==> config.mk <==
export PLATFORM = sky130hd
export DESIGN_NAME = gpr_wr_arb
export DESIGN_NICKNAME = d
export VERILOG_FILES = /design/src/rtl/gpr_wr_arb.sv
export SDC_FILE = /design/constraint.sdc
export NUM_CORES = 1
export LEC_CHECK = 0
export CORE_ASPECT_RATIO = 0.75
export CORE_MARGIN = 8
export CORE_UTILIZATION = 30
export DETAILED_ROUTE_END_ITERATION = 7
export PLACE_DENSITY = 0.52
export SLEW_MARGIN = 10
export SYNTH_ARGS = -nofsm -noshare
export SYNTH_HDL_FRONTEND = slang
export SYNTH_SLANG_ARGS = --single-unit
==> constraint.sdc <==
create_clock -name clk -period 3.13 [get_ports clk]
set_input_delay 0.313 -clock clk [delete_from_list [all_inputs] [get_ports clk]]
set_output_delay 0.313 -clock clk [all_outputs]
set_load 0.02 [all_outputs]
==> src/rtl/gpr_wr_arb.sv <==
// Register-file write arbiter: pipeline writeback has fixed priority, long-latency results queue in a 2-entry FIFO (1-cycle min, 0 with GPR_ARB_BYPASS_EN).
// Backpressure only on the lu side via lu_ready (FIFO full); the pipeline is never stalled and a younger wb write kills queued entries to the same register.
module gpr_wr_arb (
  input  logic        clk,
  input  logic        reset,
  input  logic        wb_we,
  input  logic [4:0]  wb_a3,
  input  logic [31:0] wb_wd,
  input  logic        lu_valid,
  input  logic [4:0]  lu_a3,
  input  logic [31:0] lu_wd,
  output logic        lu_ready,
  input  logic [4:0]  pend_a1,
  input  logic [4:0]  pend_a2,
  output logic        pend_hit,
  output logic        gpr_we,
  output logic [4:0]  gpr_a3,
  output logic [31:0] gpr_wd
);

  logic [1:0]       count_q, count_d;
  logic             rd_ptr_q, rd_ptr_d;
  logic             wr_ptr_q, wr_ptr_d;
  logic [1:0][4:0]  a3_q, a3_d;
  logic [1:0][31:0] wd_q, wd_d;
  logic [1:0]       live_q, live_d;

  logic wb_live, head_live, accept, bypass, pop, enq, enq_live;

  assign wb_live   = wb_we && (wb_a3 != 5'd0);
  assign head_live = (count_q != 2'd0) && live_q[rd_ptr_q];
  assign lu_ready  = (count_q != 2'd2) && !reset;
  assign accept    = lu_valid && lu_ready;

`ifdef GPR_ARB_BYPASS_EN
  assign bypass = accept && (count_q == 2'd0) && !wb_live && (lu_a3 != 5'd0);
`else
  assign bypass = 1'b0;
`endif

  // Dead heads drain every cycle; live heads wait for a free write port.
  assign pop      = (count_q != 2'd0) && (!live_q[rd_ptr_q] || !wb_live);
  assign enq      = accept && !bypass;
  assign enq_live = (lu_a3 != 5'd0) && !(wb_live && (wb_a3 == lu_a3));

  always_comb begin
    gpr_we = 1'b0;
    gpr_a3 = 5'd0;
    gpr_wd = 32'd0;
    if (wb_live) begin
      gpr_we = 1'b1;
      gpr_a3 = wb_a3;
      gpr_wd = wb_wd;
    end else if (head_live) begin
      gpr_we = 1'b1;
      gpr_a3 = a3_q[rd_ptr_q];
      gpr_wd = wd_q[rd_ptr_q];
    end else if (bypass) begin
      gpr_we = 1'b1;
      gpr_a3 = lu_a3;
      gpr_wd = lu_wd;
    end
  end

  always_comb begin
    pend_hit = 1'b0;
    for (int i = 0; i < 2; i++) begin
      if (live_q[i] && (((pend_a1 != 5'd0) && (a3_q[i] == pend_a1)) ||
                        ((pend_a2 != 5'd0) && (a3_q[i] == pend_a2))))
        pend_hit = 1'b1;
    end
  end

  always_comb begin
    a3_d   = a3_q;
    wd_d   = wd_q;
    live_d = live_q;
    // Younger pipeline write to the same register supersedes queued results.
    for (int i = 0; i < 2; i++) begin
      if (wb_live && (a3_q[i] == wb_a3)) live_d[i] = 1'b0;
    end
    if (pop) live_d[rd_ptr_q] = 1'b0;
    if (enq) begin
      a3_d[wr_ptr_q]   = lu_a3;
      wd_d[wr_ptr_q]   = lu_wd;
      live_d[wr_ptr_q] = enq_live;
    end
    rd_ptr_d = rd_ptr_q ^ pop;
    wr_ptr_d = wr_ptr_q ^ enq;
    count_d  = count_q + {1'b0, enq} - {1'b0, pop};
  end

  always_ff @(posedge clk or posedge reset) begin
    if (reset) begin
      count_q  <= 2'd0;
      rd_ptr_q <= 1'b0;
      wr_ptr_q <= 1'b0;
      a3_q     <= '0;
      wd_q     <= '0;
      live_q   <= 2'b00;
    end else begin
      count_q  <= count_d;
      rd_ptr_q <= rd_ptr_d;
      wr_ptr_q <= wr_ptr_d;
      a3_q     <= a3_d;
      wd_q     <= wd_d;
      live_q   <= live_d;
    end
  end

endmodule

==> results.cfg, run 1 <==
[worst_setup_path]
timing.critical_path.buf_inv = 3
critPathMaxFanout = 71
crit_path_max_incr_delay_ns = 0.66
crit_family = buffers and inverters
crit_start = wb_a3[1]
crit_chain = clkdlybuf4s50_1, or4_1, o21a_4, buf_12, o31ai_1, clkdlybuf4s50_1
start_kind = input port
arrival_ns = 2.70
worstSetupPathDepth = 6
r2r_slack_ns = 1.12
crit_type = in2out
crit_path_end_kind = primary output
worstReg2RegStart = count_q[0]
r2r-end = wd_q[35]
critPathRequiredTime_ns = 2.82
slowest_stage = clkdlybuf4s50_1
r2r_cells = 6
crit_path_frequent_cell = clkdlybuf4s50_1
cp-endpoint = gpr_wd[25]

[die]
fp.dieH_um = 122
die_x_um = 157
core-area_um2 = 14500
num_io_pins = 128
rows = 38
design.die.area_um2 = 19200
initial_core_util_pct = 30.8

[clock_network]
cts_tree = done
clk_pin_slew_worst_paths_ns = 0.06
numClockSinks = 80
postCtsResizedCells = 0
max-clock-path-buffers = 2
clock-root-buffer = clkbuf_16
cts_hold_buf = 0
numCtsBuffers = 9
cts_max_level = 3
insertion_delay_ns = 0.33
cts_setup_buffers = 0

[timing]
setup-tns-final_ns = 0
skew_ns = 0.00911
post-route-period-util_pct = 96.3
worst_pin_slew_ns = 0.746
period_minus_slack_ns = 3.01
max_freq_ghz = 0.332
slew_violations = 0
hold_violations = 0
finalSetupViolations = 0
rsz0062_at_grt = no
slew_headroom_pct = 50.3

[route]
wl_per_cell_um = 17.3
vias = 3331
drt_wl_total_um = 12300
drc = 0
drt_pass1_iterations = 4
drt_iter0_drc = 125
vias_per_cell = 4.70
ant_nets = 0

[yosys]
yosys-top-cells-area = dfrtp_1, mux2_2, mux2i_1, o31ai_2, xnor2_1
synth_cell_type_count = 30
synth_top_area_share_pct = 44.6
synthCells = 378
yosysWarnings = 0
yosysTopAreaCell = dfrtp_1
synth-seq-cells = 80
syn_area_um2 = 4480
yosysSeqAreaShare_pct = 44.6
syn_nets = 470
postSynthAreaPerCell_um2 = 11.9

[finish]
syn2layout_area_growth_pct = 41.1
layout_commonest_cell = clkdlybuf4s50_1
drive_gt1_share_pct = 25.7
n_fill_cell = 1397
antenna_cells = 0
final_cell_mix = clkdlybuf4s50_1, dfrtp_1, mux2_2
finalNetCount = 597
utilization_pct = 43.5

[status]
status = complete, no violations

[global_routing]
grt_antenna_before_repair = 2
grt_first_pass_wirelength_um = 20100
grt_usage_pct = 13.4
grt_max_degree = 72
grt_pass1_vias = 3675
overflow = 0

[placed_design]
gp_congestion = 0.778
io_buffers = 127
place_hpwl_um = 9000

[pwr]
power.density_nw_per_um2 = 838
ir_worst_vdd_uv = 276
leakage_uw = 0.00256

[job]
cap_violations = 0

[worst_hold_path]
hp-class = in2async
## layout make-up
class                   count  area [um^2]  area share [%]
multi-input cells         265         2360            37.2
flip-flops and latches     80         2000            31.7
repair buffers            143         1420            22.4
clock buffers              13          260            4.11
well taps                 200          250            3.95
inverters                   6         23.8           0.376
clock inverters             2         15.0           0.237
## Yosys cell counts (all sizes together)
library cell and instances:
dfrtp 80, mux2 75, nand2 38, mux2i 37, o31ai 37, xnor2 22, clkbuf 20, xor2 16
buf 7, inv 6, o21ai 5, ha 4, nand3 4, nor3 4, nor4 4, or4 4
nand4 3, nor2 3, a21oi 2, and2 1, nand2b 1, o211ai 1, o21a 1, o221ai 1
o22ai 1, o32ai 1
## metal layers
metal / routed length, um / global-route usage (%)
met1: 5840 / 17.3
met2: 5510 / 21.0
met3: 806 / 4.78
met4: 105 / 3.20
met5: 31 / 0
## stage by stage
stage / instances / area [um^2] / hold slack (ns) / power, uW / setup WS, ns
2_1_floorplan: 378 / 4480 / 0.465 / 3560 / 0.765
3_3_place_gp: 694 / 6050 / 0.488 / 4310 / 0.133
3_5_place_dp: 694 / 6050 / 0.495 / 4400 / 0.117
4_1_cts: 709 / 6330 / 0.453 / 5410 / 0.0845
5_1_grt: 709 / 6330 / 0.520 / 5690 / 0.00332
6_report: 709 / 6330 / 0.433 / 5300 / 0.116
## state kept, by name, indices dropped and copies added (netlist names)
register and count:
a3_q 10, wd_q 64, rd_ptr_q 1, count_q 2
wr_ptr_q 1, live_q 2
## where the power goes
group | internal, uW | switching, uW | total (uW)
Sequential | 1570 | 398 | 1970
Clock | 576 | 392 | 968
Combinational | 1260 | 1110 | 2370
## worst register-to-register path: cells and delay by family, from the launching register on
kind / cells / cell delay (ns)
compound gates: 1 / 0.18
mux: 1 / 0.39
buf+inv: 2 / 0.36
fa+ha+maj: 1 / 0.23
flops: 1 / 0.46
simple gates: 1 / 0.28
## worst min-delay path by stage
stage | to | slack [ns] | depth (start not counted)
6_report | wd_q[36] | 0.43 | 2
5_1_grt | wd_q[36] | 0.52 | 2
4_1_cts | wd_q[36] | 0.45 | 2
3_5_place_dp | wd_q[5] | 0.49 | 1
3_3_place_gp | wd_q[22] | 0.49 | 1
2_1_floorplan | a3_q[4] | 0.46 | 1
## cell families after synthesis
group	after synthesis	share of synthesized area (%)
AOI/OAI and AO/OA	49	10.2
xor gates and xnor gates	38	7.42
adders and majority gates	4	1.12
buffers and inverters	33	3.32
DFF	80	44.6
muxes	112	27.1
and+or+nand+nor	62	6.25
Note: power is estimated with default switching activity, not from simulation.
==> run 2: changes to the inputs <==
==> constraint.sdc (replaced) <==
create_clock -name clk -period 2.8 [get_ports clk]
set_input_delay 0.28 -clock clk [delete_from_list [all_inputs] [get_ports clk]]
set_output_delay 0.28 -clock clk [all_outputs]
set_load 0.02 [all_outputs]
==> run 2 against run 1 <==
Clock skew is 0.0041 ns lower. Non-clock buffer count rose by 3. First-iteration DRC count down 14%. Wire length shrank 2.5%. Setup slack better by 0.052 ns. Via count decreased by 0.30%. Die area is the same. Hold slack got worse by 0.052 ns. Final cell count rose by 0.56%. Flip-flop and latch count did not move. Clock-buffer cell count fell by 1. Register-to-register slack got worse by 0.38 ns. Critical endpoint is now gpr_we.
==> results.cfg, run 2 (same netlist as run 1, synthesis figures left out) <==
[status]
status = complete, no violations

[pwr]
combPwrFrac_pct = 43.8
p_sw_uw = 2120
leakage_uw = 0.00269
pwr-share-seq_pct = 36.9
ir_worst_vdd_uv = 373
power.total_uw = 5920
p_clk_share_pct = 19.3
power.density_nw_per_um2 = 934
switching_share_pct = 35.9
p_int_uw = 3800

[clock_network]
clk_pin_slew_worst_paths_ns = 0.06
clock-root-buffer = clkbuf_16
cts_max_level = 3
postCtsResizedCells = 37
numClockSinks = 80
cts_setup_buffers = 0
numCtsBuffers = 9
cts_hold_buf = 0
cts_tree = done
insertion_delay_ns = 0.33
max-clock-path-buffers = 2

[worst_setup_path]
start_kind = input port
critPathMaxFanout = 40
critPathRequiredTime_ns = 2.52
crit_path_end_kind = primary output
crit_type = in2out
arrival_ns = 2.35

[timing]
skew_ns = 0.00504
rsz0062_at_grt = no
slew_violations = 0
max_freq_ghz = 0.380
post-route-period-util_pct = 94.0
hold_violations = 0
finalSetupViolations = 0
hold_slack_ns = 0.380
worst_pin_slew_ns = 0.644
slew_headroom_pct = 57.0
period_minus_slack_ns = 2.63

[die]
initial_core_util_pct = 30.8
rows = 38
design.die.area_um2 = 19200
core-area_um2 = 14500
fp.dieH_um = 122
die_x_um = 157
num_io_pins = 128

[global_routing]
grt_first_pass_wirelength_um = 19700
overflow = 0
grt_antenna_before_repair = 1
grt_usage_pct = 12.9
grt_max_degree = 47
grt_pass1_vias = 3645

[route]
drc = 0
drt_iter0_drc = 107
drt_pass1_iterations = 4
wl_per_cell_um = 16.8
ant_nets = 0
vias = 3321
vias_per_cell = 4.66
drt_wl_total_um = 12000

[placed_design]
io_buffers = 127
gp_congestion = 0.805
place_hpwl_um = 9000
placed_cells = 697

[finish]
layout_commonest_cell = clkdlybuf4s50_1
largest_reg_flops = 64
drive_gt1_share_pct = 26.1
final_cell_mix = clkdlybuf4s50_1, dfrtp_1, mux2_2
finalNonFillerCells = 713
antenna_cells = 0
syn2layout_area_growth_pct = 41.4
regMostFlops = wd_q
reg.largest.list = wd_q (64), a3_q (10)
finalNetCount = 600

[worst_hold_path]
hp-class = in2async

[job]
cap_violations = 0
run 2: changes by cell type in the layout (fill, tap and decap cells not counted), sizes merged:
cell / before / now
dlygate4sd2: 0 / 37
bufinv: 0 / 1
buf: 16 / 19
clkdlybuf4s50: 126 / 90
clkbuf: 13 / 12
dlymetal6s2s: 1 / 0
inv: 5 / 6
run 2: layout make-up:
| cell class | count | area, um^2 |
|---|---|---|
| Clock inverter | 4 | 53.8 |
| Tap cell | 200 | 250 |
| Fill cell | 1408 | 8210 |
| Inverter | 6 | 23.8 |
| Multi-Input combinational cell | 265 | 2360 |
| Sequential cell | 80 | 2000 |
| Timing Repair Buffer | 146 | 1420 |
| Clock buffer | 12 | 236 |
run 2: worst paths after layout:
kind	from	endpoint	slack, ns	depth (start not counted)
hold / removal	reset	count_q[1]	0.38	2
hold reg to reg	wd_q[7]	wd_q[7]	0.50	1
setup reg to reg	count_q[0]	wd_q[49]	0.74	6
setup / recovery	wb_a3[1]	gpr_we	0.17	6
min in group clk	wd_q[7]	wd_q[7]	0.50	1
max in group asynchronous	reset	wd_q[35]	1.74	3
run 2: power by group through the flow:
stage | registers, uW | clock network (uW) | logic (uW)
6_report | 2190 | 1140 | 2590
5_1_grt | 2280 | 1240 | 2850
4_1_cts | 2190 | 1180 | 2650
3_5_place_dp | 2210 | 0 | 2720
3_3_place_gp | 2190 | 0 | 2680
2_1_floorplan | 2050 | 0 | 1920
run 2: critical path: stages:
cell,delay [ns]
clkdlybuf4s50_1,0.41
or4_1,0.55
o21a_4,0.24
buf_12,0.17
nand2b_1,0.15
clkdlybuf4s50_1,0.53
run 2: routing by layer:
| metal | GRT usage, % | routed length (um) | vias to the layer above |
|---|---|---|---|
| met1 | 16.4 | 5520 | 1607 |
| li1 | - | - | 1621 |
| met5 | 0 | 11 | - |
| met4 | 3.02 | 92 | 2 |
| met2 | 20.5 | 5460 | 79 |
| met3 | 5.10 | 907 | 12 |
run 2: per-stage QoR:
stage / setup slack [ns] / util (%) / setup TNS (ns) / instance area (um^2)
global route: 0.0993 / 43.6 / 0 / 6340
finish: 0.169 / 43.6 / 0 / 6340
detailed placement: -0.0659 / 41.9 / -1.15 / 6100
floorplan: 0.435 / - / 0 / 4480
CTS: 0.160 / 43.6 / 0 / 6340
global placement: -0.0564 / 41.9 / -0.794 / 6100
==> run 3: changes to the inputs <==
--- a/config.mk
+++ b/config.mk
@@ -9,8 +9,8 @@
 export CORE_MARGIN = 8
 export CORE_UTILIZATION = 30
 export DETAILED_ROUTE_END_ITERATION = 7
-export PLACE_DENSITY = 0.52
-export SLEW_MARGIN = 10
+export PLACE_DENSITY = 0.54
+export SLEW_MARGIN = 0
 export SYNTH_ARGS = -nofsm -noshare
 export SYNTH_HDL_FRONTEND = slang
 export SYNTH_SLANG_ARGS = --single-unit
==> constraint.sdc (replaced) <==
create_clock -name clk -period 2.4 [get_ports clk]
set_input_delay 0.24 -clock clk [delete_from_list [all_inputs] [get_ports clk]]
set_output_delay 0.24 -clock clk [all_outputs]
set_load 0.02 [all_outputs]
==> run 3 against run 2 <==
Clock-buffer cell count did not move. Hold slack got worse by 0.032 ns. Design area rose by 1.6%. Clock power rose by 8%. Final cell count rose by 2.2%. Largest cell class unchanged.
==> results.cfg, run 3 (same netlist as run 1, synthesis figures left out) <==
[status]
status = complete, no violations

[worst_setup_path]
r2r_cells = 6
crit_path_frequent_cell = buf_4
crit_family = buffers and inverters
crit_path_end_kind = primary output
slowest_stage = or4_4
start_kind = input port
crit_path_max_incr_delay_ns = 0.57
critPathMaxFanout = 7
timing.critical_path.buf_inv = 4
r2r_slack_ns = 0.45
r2r-end = wd_q[40]
critPathRequiredTime_ns = 2.16
worstSetupPathDepth = 7
crit_type = in2out
cp-endpoint = gpr_wd[2]
crit_start = wb_a3[4]
crit_chain = dlygate4sd2_1, or4_4, o21a_4, buf_8, buf_4, o31ai_2, buf_4
worstReg2RegStart = count_q[0]
arrival_ns = 2.08

[timing]
skew_ns = 0.00899
period_minus_slack_ns = 2.32
post-route-period-util_pct = 96.5
max_freq_ghz = 0.432
finalSetupViolations = 0
hold_violations = 0
slew_violations = 0
hold_slack_ns = 0.348
final.setup.worst_slack_ns = 0.0840
rsz0062_at_grt = no
slew_headroom_pct = 70.2
worst_pin_slew_ns = 0.447

[route]
drt_iter0_drc = 94
drt_wl_total_um = 12900
vias = 3438
drc = 0
ant_nets = 0
vias_per_cell = 4.72
wl_per_cell_um = 17.7
drt_pass1_iterations = 4

[finish]
multi_input_area_um2 = 2390
finalInstanceArea_um2 = 6440
final_cell_mix = clkdlybuf4s50_1, dfrtp_1, mux2_2
reg.largest.list = wd_q (64), a3_q (10)
n_fill_cell = 1391
largest_reg_flops = 64
antenna_cells = 0
regMostFlops = wd_q
finalNetCount = 617
drive_gt1_share_pct = 35.0
finalNonFillerCells = 729
syn2layout_area_growth_pct = 43.7
layout_commonest_cell = clkdlybuf4s50_1
regArea_um2 = 2000

[job]
cap_violations = 0

[pwr]
p_sw_uw = 2520
p_int_uw = 4420
switching_share_pct = 36.3
ir_worst_vdd_uv = 435
p_clk_share_pct = 17.8
leakage_uw = 0.00274
power.density_nw_per_um2 = 1080
pwr-share-seq_pct = 36.9
combPwrFrac_pct = 45.3

[die]
num_io_pins = 128
rows = 38
die_x_um = 157
fp.dieH_um = 122
core-area_um2 = 14500
design.die.area_um2 = 19200
initial_core_util_pct = 30.8

[global_routing]
grt_first_pass_wirelength_um = 20500
overflow = 0
grt_antenna_before_repair = 0
grt_pass1_vias = 3809
grt_usage_pct = 13.7
grt_max_degree = 81

[placed_design]
placed_cells = 711
gp_congestion = 0.810
place_hpwl_um = 9080
pre_cts_ws_ns = -0.525
dpl_cell_area_um2 = 6250
io_buffers = 127

[clock_network]
cts_tree = done
cts_hold_buf = 0
max-clock-path-buffers = 2
numClockSinks = 80
clk_pin_slew_worst_paths_ns = 0.06
insertion_delay_ns = 0.33
cts_max_level = 3
numCtsBuffers = 9
clock-root-buffer = clkbuf_16

[worst_hold_path]
hp-class = in2async
-- run 3: how the worst min path moves through the flow --
stage	from	endpoint	slack, ns	depth (start not counted)
after floorplan	lu_a3[4]	a3_q[4]	0.39	1
after global placement	wd_q[4]	wd_q[4]	0.49	1
after detailed placement	wd_q[10]	wd_q[10]	0.50	1
after CTS	reset	wd_q[34]	0.37	3
after global routing	reset	wd_q[2]	0.39	3
final	reset	wd_q[2]	0.35	3
-- run 3: power by group through the flow --
stage / Clock [uW] / Sequential, uW / Combinational [uW]
after floorplan: 0 / 2390 / 2250
after global placement: 0 / 2550 / 3220
after detailed placement: 0 / 2590 / 3280
after CTS: 1270 / 2570 / 3220
after global routing: 1330 / 2680 / 3430
final: 1230 / 2560 / 3140
-- run 3: repair_timing --
item                       4_1_cts  5_1_grt
gates cloned                     1        0
buffers inserted                 2        0
resized for setup              152        1
setup endpoints to repair       39        1
pin swaps                        8        0
-- run 3: per-stage QoR --
| stage | total power [uW] | TNS [ns] | util, % |
|---|---|---|---|
| after detailed placement | 5880 | -16.67 | 43.0 |
| after CTS | 7060 | 0 | 44.3 |
| after global placement | 5770 | -15.48 | 43.0 |
| after global routing | 7450 | 0 | 44.3 |
| after floorplan | 4640 | 0 | - |
| final | 6940 | 0 | 44.3 |
-- run 3: final cells by class --
cell class              count  share of cell area (%)
clock buffers              12                    3.83
clock inverters             3                   0.291
inverters                   6                   0.369
multi-input cells         266                    37.1
flip-flops and latches     80                    31.1
well taps                 200                    3.88
repair buffers            162                    23.5
-- run 3: routing by layer --
metal  global-route usage [%]  share of wire [%]  routed length [um]
met5                        0                  0                   0
met4                     4.57                1.9                 243
met3                     5.20                7.4                 957
met2                     21.7                 45                5770
met1                     17.1                 46                5930
-- run 3: worst register-to-register path, stage by stage, from the launching register on --
cell and delay, ns:
dfrtp_1 0.45, inv_1 0.07, a21oi_1 0.19, and2_1 0.26
ha_2 0.25, buf_4 0.25, mux2_2 0.37
